<file path="src/rtl/comp_mac_pipe_pkg.sv">
// Shared sizing helpers and pipeline constants for the multi-channel comp MAC.
package comp_mac_pipe_pkg;

    localparam int MAC_LATENCY = 3;

    function automatic int ch_width(input int n_ch);
        return (n_ch > 1) ? $clog2(n_ch) : 1;
    endfunction

    function automatic int acc_width(input int p_size, input int guard);
        return 2 * p_size + guard;
    endfunction

endpackage

</file>
<file path="src/rtl/comp_mac_pipe_mult.sv">
// Two-stage registered multiplier: operand capture, then full-width product.
module comp_mac_pipe_mult
    import comp_mac_pipe_pkg::*;
#(
    parameter int P_SIZE = 8,
    parameter int CH_W   = 2,
    parameter int SIGNED = 0
) (
    input  logic                       clk,
    input  logic                       rst,
    input  logic                       clear,
    input  logic                       ena,
    input  logic [P_SIZE-1:0]          a,
    input  logic [P_SIZE-1:0]          b,
    input  logic [CH_W-1:0]            ch,
    input  logic                       last,
    output logic                       vld_p1,
    output logic                       last_p1,
    output logic [CH_W-1:0]            ch_p1,
    output logic signed [2*P_SIZE-1:0] prod_p1
);

    logic                       vld_p0;
    logic                       last_p0;
    logic [CH_W-1:0]            ch_p0;
    logic [P_SIZE-1:0]          a_p0;
    logic [P_SIZE-1:0]          b_p0;
    logic signed [2*P_SIZE-1:0] prod_c;

    always_ff @(posedge clk) begin
        if (!rst) begin
            vld_p0 <= 1'b0;
            vld_p1 <= 1'b0;
        end else if (clear) begin
            vld_p0 <= 1'b0;
            vld_p1 <= 1'b0;
        end else begin
            vld_p0 <= ena;
            vld_p1 <= vld_p0;
        end
    end

    // S1: operand capture
    always_ff @(posedge clk) begin
        if (ena) begin
            a_p0    <= a;
            b_p0    <= b;
            ch_p0   <= ch;
            last_p0 <= last;
        end
    end

    always_comb begin
        if (SIGNED != 0)
            prod_c = $signed({{P_SIZE{a_p0[P_SIZE-1]}}, a_p0}) *
                     $signed({{P_SIZE{b_p0[P_SIZE-1]}}, b_p0});
        else
            prod_c = $signed({{P_SIZE{1'b0}}, a_p0} * {{P_SIZE{1'b0}}, b_p0});
    end

    // S2: product register
    always_ff @(posedge clk) begin
        prod_p1 <= prod_c;
        ch_p1   <= ch_p0;
        last_p1 <= last_p0;
    end

endmodule

</file>
<file path="src/rtl/comp_mac_pipe.sv">
// N_CH-channel pipelined multiply-accumulate with per-frame result strobe.
module comp_mac_pipe
    import comp_mac_pipe_pkg::*;
#(
    parameter int P_SIZE    = 8,
    parameter int N_CH      = 4,
    parameter int ACC_GUARD = 4,
    parameter int SIGNED    = 0,
    parameter int SAT       = 1,
    localparam int ACC_W    = acc_width(P_SIZE, ACC_GUARD),
    localparam int CH_W     = ch_width(N_CH)
) (
    input  logic                  clk,
    input  logic                  rst,
    input  logic                  ena,
    input  logic [P_SIZE-1:0]     i_param,
    input  logic [P_SIZE-1:0]     i_param_2,
    input  logic [CH_W-1:0]       i_ch,
    input  logic                  i_last,
    input  logic                  i_clear,
    output logic [ACC_W-1:0]      o_param,
    output logic [2*P_SIZE-1:0]   o_param_2,
    output logic [CH_W-1:0]       o_ch,
    output logic                  o_ovf,
    output logic                  dv
);

    localparam int ACC_DEPTH = 1 << CH_W;
    localparam logic [CH_W:0] N_CH_V = (CH_W + 1)'(N_CH);

    logic                       ch_ok;
    logic                       vld_p1;
    logic                       last_p1;
    logic [CH_W-1:0]            ch_p1;
    logic signed [2*P_SIZE-1:0] prod_p1;

    logic signed [ACC_W-1:0]    acc_q [ACC_DEPTH];
    logic [ACC_DEPTH-1:0]       ovf_q;
    logic signed [ACC_W-1:0]    acc_cur;
    logic [ACC_W:0]             acc_x;
    logic [ACC_W:0]             prod_x;
    logic [ACC_W:0]             sum_c;
    logic                       ovf_c;
    logic [ACC_W-1:0]           res_c;

    function automatic logic ovf_fn(input logic [ACC_W:0] s);
        if (SIGNED != 0)
            return s[ACC_W] ^ s[ACC_W-1];
        return s[ACC_W];
    endfunction

    // Unsigned sums only grow, so an unsigned overflow always clamps high.
    function automatic logic [ACC_W-1:0] sat_fn(input logic [ACC_W:0] s);
        if (!ovf_fn(s))
            return s[ACC_W-1:0];
        if (SIGNED == 0)
            return '1;
        return s[ACC_W] ? {1'b1, {(ACC_W-1){1'b0}}} : {1'b0, {(ACC_W-1){1'b1}}};
    endfunction

    assign ch_ok = ({1'b0, i_ch} < N_CH_V);

    comp_mac_pipe_mult #(
        .P_SIZE (P_SIZE),
        .CH_W   (CH_W),
        .SIGNED (SIGNED)
    ) u_mult (
        .clk     (clk),
        .rst     (rst),
        .clear   (i_clear),
        .ena     (ena && ch_ok),
        .a       (i_param),
        .b       (i_param_2),
        .ch      (i_ch),
        .last    (i_last),
        .vld_p1  (vld_p1),
        .last_p1 (last_p1),
        .ch_p1   (ch_p1),
        .prod_p1 (prod_p1)
    );

    always_comb begin
        acc_cur = acc_q[ch_p1];
        acc_x   = {(SIGNED != 0) ? acc_cur[ACC_W-1] : 1'b0, acc_cur};
        prod_x  = {{(ACC_GUARD + 1){(SIGNED != 0) ? prod_p1[2*P_SIZE-1] : 1'b0}}, prod_p1};
        sum_c   = acc_x + prod_x;
        ovf_c   = ovf_fn(sum_c);
        res_c   = (SAT != 0) ? sat_fn(sum_c) : sum_c[ACC_W-1:0];
    end

    // S3: accumulate, emit on frame end
    always_ff @(posedge clk) begin
        if (!rst) begin
            for (int i = 0; i < ACC_DEPTH; i++) acc_q[i] <= '0;
            ovf_q     <= '0;
            dv        <= 1'b0;
            o_param   <= '0;
            o_param_2 <= '0;
            o_ch      <= '0;
            o_ovf     <= 1'b0;
        end else if (i_clear) begin
            for (int i = 0; i < ACC_DEPTH; i++) acc_q[i] <= '0;
            ovf_q <= '0;
            dv    <= 1'b0;
        end else begin
            dv <= 1'b0;
            if (vld_p1) begin
                if (last_p1) begin
                    o_param      <= res_c;
                    o_param_2    <= prod_p1;
                    o_ch         <= ch_p1;
                    o_ovf        <= ovf_q[ch_p1] | ovf_c;
                    dv           <= 1'b1;
                    acc_q[ch_p1] <= '0;
                    ovf_q[ch_p1] <= 1'b0;
                end else begin
                    acc_q[ch_p1] <= res_c;
                    ovf_q[ch_p1] <= ovf_q[ch_p1] | ovf_c;
                end
            end
        end
    end

endmodule

</file>
<file path="config.mk">
export PLATFORM = sky130hd
export DESIGN_NAME = comp_mac_pipe
export DESIGN_NICKNAME = d
export VERILOG_FILES = /design/src/rtl/comp_mac_pipe_pkg.sv /design/src/rtl/comp_mac_pipe_mult.sv /design/src/rtl/comp_mac_pipe.sv
export SDC_FILE = /design/constraint.sdc
export NUM_CORES = 1
export LEC_CHECK = 0
export CAP_MARGIN = 20
export CORE_MARGIN = 1.5
export CORE_UTILIZATION = 47
export CTS_BUF_LIST = sky130_fd_sc_hd__clkbuf_8 sky130_fd_sc_hd__clkbuf_16
export DETAILED_ROUTE_END_ITERATION = 10
export PLACE_DENSITY = 0.76
export SYNTH_ARGS = -nofsm -noshare
export SYNTH_HDL_FRONTEND = slang
export SYNTH_SLANG_ARGS = --single-unit
</file>
<file path="constraint.sdc">
create_clock -name clk -period 11.8 [get_ports clk]
set_input_delay 1.77 -clock clk [delete_from_list [all_inputs] [get_ports clk]]
set_output_delay 1.77 -clock clk [all_outputs]
set_load 0.005 [all_outputs]
</file>
==> results of run 1 <==
per-layer routing:
layer	track usage, %	vias to the layer above	part of all wire (%)
met2	34.1	136	49
met4	7.49	0	2.3
met3	3.75	29	3.9
li1	-	2934	-
met5	0	-	0
met1	26.7	2974	45
layout make-up:
| cell class | instances | area (sq um) |
|---|---|---|
| Clock buffer | 18 | 439 |
| Clock inverter | 14 | 145 |
| Fill cell | 1594 | 8320 |
| Inverter | 67 | 251 |
| Multi-Input combinational cell | 560 | 4360 |
| Sequential cell | 164 | 4270 |
| Tap cell | 234 | 293 |
| Timing Repair Buffer | 67 | 678 |
through the flow:
| stage | utilization, % | instance area (sq um) | hold WS, ns | power, W |
|---|---|---|---|---|
| global placement | 52.4 | 9830 | 0.325 | 0.00140 |
| global route | 55.7 | 10400 | 0.346 | 0.00209 |
| floorplan | - | 9020 | 0.323 | 0.00125 |
| detailed placement | 52.5 | 9860 | 0.327 | 0.00142 |
| CTS | 55.7 | 10400 | 0.343 | 0.00196 |
| finish | 55.7 | 10400 | 0.338 | 0.00196 |
worst register-to-register path, stage by stage (launching register included):
cell	delay [ns]
edfxtp_1	0.50
nand2_1	0.12
fa_1	0.50
fa_1	0.56
inv_1	0.06
fa_1	0.53
inv_1	0.06
fa_1	0.53
inv_1	0.04
ha_1	0.32
nand2_1	0.07
o21ai_0	0.13
o41ai_1	0.58
o21ai_0	0.20
a21oi_1	0.20
xnor2_1	0.13
power breakdown:
part	switching (W)	internal, W	total, W	leakage [nW]
logic	0.000432	0.000292	0.000724	2.39
clock network	0.000242	0.000303	0.000546	0.288
registers	0.0000303	0.000656	0.000686	1.61
synth_stat cells, drive strengths merged, types with 2 or more instances:
master   number
mux4         21
a21boi       19
ha           52
o21ai        47
inv          67
nand3        11
a211oi        4
nor2        110
nor2b         5
mux2i         2
or3           4
nand2b        4
xnor2        13
o22ai         2
dfxtp        65
a21o         10
a21oi        46
o21a          4
xor2          6
o41ai         2
a211o         2
o21bai        3
edfxtp       99
clkbuf       23
nand2        76
and2         57
fa           37
and3          4
a2111oi       2
nor3          7
buf           7
registers in the layout (all words and copies together), names as in the netlist, 2 cells and up:
signal and cells:
u_mult.ch_p1 2, u_mult.prod_p1 16, u_mult.b_p0 8, acc_q 80
u_mult.a_p0 8, ovf_q 4, o_ch 2, u_mult.ch_p0 2
o_param 20, o_param_2 16
logic make-up (layout without fill, tap and decap cells):
logic type | after synthesis | after routing | share of synthesized area (%)
simple gates | 284 | 284 | 15.3
buf+inv | 98 | 166 | 4.37
flops | 164 | 164 | 47.4
compound gates | 145 | 145 | 10.2
xor+xnor | 19 | 19 | 1.84
mux | 23 | 23 | 5.46
fa+ha+maj | 89 | 89 | 15.4
path summary, 6_finish.rpt:
path | start | to | slack (ns) | cells after the start
setup / recovery | u_mult.b_p0[6] | u_mult.prod_p1[14] | 7.20 | 15
setup reg to reg | u_mult.b_p0[6] | u_mult.prod_p1[14] | 7.20 | 15
hold reg to reg | u_mult.last_p0 | u_mult.last_p1 | 0.34 | 0
hold / removal | u_mult.last_p0 | u_mult.last_p1 | 0.34 | 0
cells in the final DEF, fill, tap and decap left out, types with 6 or more instances in the layout:
cell type        instances
dfxtp_1                 65
a21oi_1                 44
clkbuf_16               17
nor2_2                  10
and2_1                  57
mux4_2                  21
nor2_1                  98
o21ai_0                 43
ha_1                    52
inv_1                   67
nand3_1                 10
edfxtp_1                99
xnor2_1                 13
xor2_1                   6
a21o_1                   9
fa_1                    37
nand2_1                 75
clkdlybuf4s50_1         62
a21boi_0                19
==> qor.csv, run 1 <==
stage,metric,value,unit
clock_network,clk-insertion-delay-late,0.43,ns
clock_network,cts_tree,built,
floorplan,coreArea,18800,sq um
critical_path,cp_common_cell,fa_1,
clock_network,largest_buffer_count_on_any_clock_path,2,
critical_path,cp_slowest_cell,o41ai_1,
power_and_ir_drop,power_density,187,nW/um^2
synthesis,synth_edf_count,99,
clock_network,postCtsHoldBufs,0,
timing,setup_tns,0,ns
status,result_of_the_run,"finished, final reports clean",
timing,period_needed,4.60,ns
critical_path,kind_of_capture_point_of_the_worst_setup_path,flip-flop,
finish,final_cell_count_no_fill,1124,
synthesis,netlist.area_leader.share,33.0,%
synthesis,ys.flop_type,edfxtp_1,
floorplan,fp.dieArea,20000,sq um
finish,num_antenna_cells,0,
worst_hold_path,min_path_type,flip-flop to flip-flop,
finish,post_route_cells_drive_above_1_share,10.2,%
synthesis,sequential_share_of_the_synthesized_area,47.4,%
synthesis,postSynthAreaPerCell,11.0,sq um
detailed_routing,wl,19000,um
power_and_ir_drop,power.static_leakage,4.28,nW
synthesis,syn-cell-area,9020,sq um
synthesis,synth_area_leaders,"edfxtp_1, dfxtp_1, fa_1",
critical_path,critical_path.max_stage_delay,0.58,ns
floorplan,start_util,48.1,%
detailed_routing,detailedRoute.firstIterationViolations,385,
clock_network,clock_tree.htree_level_count,4,
synthesis,ys_async_sr_fraction,0,%
timing,final.setup_skew,0.0127,ns
timing,max_clock_freq,0.217,GHz
placement,numPortBuffers,62,
timing,timing.slew.headroom,29.5,%
critical_path,worstPathBufferInverterCount,3,
clock_network,postCtsSetupBuffers,0,
critical_path,path_cells,"nand2_1, fa_1, fa_1, inv_1, fa_1, inv_1, fa_1, inv_1, ha_1, nand2_1, o21ai_0, o41ai_1, o21ai_0, a21oi_1, xnor2_1",
timing,worst_slew_pin_slew,1.05,ns
global_routing,grt_max_degree,42,
global_routing,first_global_vias,6367,
power_and_ir_drop,peakVddDrop,0.000156,V
run,max_cap_violations,0,
finish,finish.net_count,989,
clock_network,cts_made_buffers,17,
placement,hpwl,13200,um
synthesis,synth.net_count,934,
global_routing,grt_first_pass_wirelength,31700,um
timing,timing.final.crit_share,39.0,%
detailed_routing,drt_pre_antenna_iters,5,
global_routing,globalRouteOverflowTotal,0,
synthesis,synthesis.yosys.warnings,0,
floorplan,dieWidth,142,um
synthesis,synth.distinct_cells,61,
clock_network,cts.root.buffer_cell,clkbuf_16,
detailed_routing,drt_drc_violations_left,0,
placement,dpl_worst_slack,7.14,ns
synthesis,synthesis.instances,822,
critical_path,cp.required,12.15,ns
critical_path,cpLargestDelayFamily,adder cells,
timing,setup_repair_after_global_routing_missed_its_margin,false,
detailed_routing,detail_route.wl_per_cell,16.9,um
timing,setup_viol,0,
clock_network,clk_transition_reported_paths,0.07,ns
synthesis,synth-seq-cells,164,
clock_network,post_cts_resized,0,
finish,syn2layout_area_growth,15.8,%
floorplan,die_height,142,um
timing,timing.final.ws_setup,7.20,ns
critical_path,critical_path_arrival,4.95,ns
global_routing,groute.usage.overall,20.4,%
detailed_routing,via_count,6073,
clock_network,cts.sinks,164,
synthesis,cell_accounting_for_the_most_synthesized_area,edfxtp_1,
critical_path,worst-path-max-fanout,8,
global_routing,grt_antenna_before_repair,0,
placement,placed_cells_incl_taps,1092,
floorplan,floorplan.rows,50,
critical_path,worstSetupStartpointType,flip-flop,
critical_path,worst-setup-path-type,flip-flop to flip-flop,
timing,final_hold_viol_count,0,
placement,place_congestion,0.828,
detailed_routing,viasPerCell,5.40,
timing,report.final.slew_viol_count,0,
detailed_routing,ant_nets,0,
floorplan,boundaryPins,63,
Power figures use the tool's default switching activity.
==> inputs of run 2 (changes only) <==
- clock period: 11.8 -> 4.5 ns (I/O delays scaled with it)
==> run 2 against run 1 <==
Register-to-register slack lost 7.0 ns. Critical path depth shrank 1. Sequential share of layout area shrank 0.30 points. Via count grew 0.23%. Highest routed layer unchanged.
==> qor.csv, run 2 (synthesis gave the netlist of run 1 again) <==
stage,metric,value,unit
detailed_routing,detail_route.wl_per_cell,16.9,um
floorplan,start_util,48.1,%
worst_hold_path,startpoint_of_the_lowest_slack_hold_path,u_mult.ch_p0[0],
critical_path,startpoint_of_the_most_critical_register_to_register_path,u_mult.b_p0[3],
floorplan,coreArea,18800,sq um
timing,final.setup_skew,0.0104,ns
finish,most-common-layout-cells,"edfxtp_1, nor2_1, nand2_1",
finish,num_antenna_cells,0,
global_routing,grt_max_degree,41,
global_routing,grt_first_pass_wirelength,31800,um
timing,worst_slew_pin_slew,1.05,ns
critical_path,cpLargestDelayFamily,adder cells,
worst_hold_path,min_path_cells,0,
detailed_routing,viasPerCell,5.36,
clock_network,cts.sinks,164,
timing,setup_repair_after_global_routing_missed_its_margin,false,
global_routing,first_global_vias,6148,
power_and_ir_drop,power_density,491,nW/um^2
critical_path,cp_common_cell,fa_1,
clock_network,clk-insertion-delay-late,0.43,ns
run,max_cap_violations,0,
clock_network,cts_made_buffers,17,
clock_network,cts.root.buffer_cell,clkbuf_16,
timing,setup_tns,0,ns
detailed_routing,drt_pre_antenna_iters,5,
finish,post-route-util,56.1,%
global_routing,groute.usage.overall,20.5,%
floorplan,die_height,142,um
critical_path,kind_of_capture_point_of_the_worst_setup_path,flip-flop,
timing,max_clock_freq,0.235,GHz
finish,multiInputGateArea,4380,sq um
finish,syn2layout_area_growth,16.6,%
clock_network,cts_tree,built,
finish,seqCellArea,4270,sq um
critical_path,cp_slowest_cell,fa_1,
finish,layout.filler_cells,1588,
detailed_routing,ant_nets,0,
finish,finish.net_count,1001,
critical_path,worstSetupStartpointType,flip-flop,
floorplan,floorplan.rows,50,
floorplan,fp.dieArea,20000,sq um
critical_path,reg2reg_to,u_mult.prod_p1[15],
floorplan,dieWidth,142,um
critical_path,worstPathBufferInverterCount,2,
finish,top_regs,"acc_q: 80 flops, o_param: 20 flops",
timing,setup_viol,0,
worst_hold_path,min_path_type,flip-flop to flip-flop,
detailed_routing,via_count,6087,
critical_path,rr_worst_depth,14,
detailed_routing,detailedRoute.firstIterationViolations,459,
detailed_routing,drt_drc_violations_left,0,
placement,hpwl,13400,um
status,result_of_the_run,"finished, final reports clean",
critical_path,worst-path-max-fanout,7,
placement,place_congestion,0.903,
clock_network,clock_tree.htree_level_count,4,
finish,largest_register_ffs,80,
critical_path,timing.reg2reg.setup_slack,0.24,ns
critical_path,path_cells,"and2_1, fa_1, fa_1, inv_1, fa_1, fa_1, inv_1, ha_1, o21ai_0, a21boi_1, o21ai_1, a211oi_1, o221ai_1, xnor2_1",
placement,numPortBuffers,62,
timing,final_hold_viol_count,0,
power_and_ir_drop,power.static_leakage,4.34,nW
critical_path,worst-setup-path-type,flip-flop to flip-flop,
timing,report.final.slew_viol_count,0,
clock_network,largest_buffer_count_on_any_clock_path,2,
global_routing,grt_antenna_before_repair,0,
critical_path,critical_path.max_stage_delay,0.55,ns
floorplan,boundaryPins,63,
timing,timing.final.crit_share,94.7,%
power_and_ir_drop,peakVddDrop,0.000277,V
placement,placed_cells_incl_taps,1096,
timing,period_needed,4.26,ns
clock_network,clk_transition_reported_paths,0.07,ns
detailed_routing,wl,19200,um
worst_hold_path,hold_path_end,u_mult.ch_p1[0],
critical_path,critical_path_arrival,4.58,ns
finish,post_route_cells_drive_above_1_share,11.6,%
critical_path,cp.required,4.82,ns
finish,most_common_cell_after_layout_fill_and_taps_aside,edfxtp_1,
finish,max_flop_register,acc_q,
timing,timing.slew.headroom,30.1,%
finish,final_cell_count_no_fill,1136,
global_routing,globalRouteOverflowTotal,0,
-- run 2: metrics by stage --
step / area, sq um / power [W] / hold WS (ns) / setup WS (ns)
3_5_place_dp: 9880 / 0.00373 / 0.327 / 0.0662
5_1_grt: 10500 / 0.00554 / 0.352 / 0.0144
4_1_cts: 10500 / 0.00514 / 0.343 / 0.0536
2_1_floorplan: 9020 / 0.00328 / 0.323 / 0.362
3_3_place_gp: 9880 / 0.00369 / 0.324 / 0.161
6_report: 10500 / 0.00516 / 0.341 / 0.237
-- run 2: report_power, final --
group          internal, W  switching [W]
sequential         0.00172      0.0000783
combinational     0.000807        0.00114
clock             0.000777       0.000641
total              0.00330        0.00186
-- run 2: timing repair --
| action | in CTS | in global routing |
|---|---|---|
| setup endpoints to repair | 0 | 5 |
| gates resized for setup | 0 | 5 |
| hold buffers | 0 | 0 |
| setup buffers | 0 | 8 |
-- run 2: final cells by class --
class                   count  area share (%)
multi-input cells         560            41.6
flip-flops and latches    164            40.6
repair buffers             79            7.23
clock buffers              17            4.04
well taps                 234            2.78
inverters                  67            2.39
clock inverters            15            1.36
-- run 2: worst reg2reg max path: cells and delay by family (launching register included) --
family | cells | cell delay, ns
compound gates | 5 | 0.88
xor+xnor | 1 | 0.15
fa+ha+maj | 5 | 2.30
buf+inv | 2 | 0.09
flops | 1 | 0.49
simple gates | 1 | 0.23
-- run 2: worst max path at each step --
stage / cells past startpoint / to / startpoint
detailed placement: 14 / u_mult.prod_p1[15] / u_mult.a_p0[1]
finish: 14 / u_mult.prod_p1[15] / u_mult.b_p0[3]
global placement: 14 / u_mult.prod_p1[15] / u_mult.b_p0[4]
global route: 14 / u_mult.prod_p1[15] / u_mult.b_p0[3]
floorplan: 15 / u_mult.prod_p1[14] / u_mult.b_p0[7]
CTS: 14 / u_mult.prod_p1[15] / u_mult.a_p0[1]
-- run 2: routing by layer --
layer / GRT usage (%) / vias up / wire, um
met4: 6.46 / 0 / 311
met1: 27.0 / 2918 / 8600
met3: 4.32 / 26 / 894
li1: - / 2966 / -
met5: 0 / - / 0
met2: 34.2 / 177 / 9380
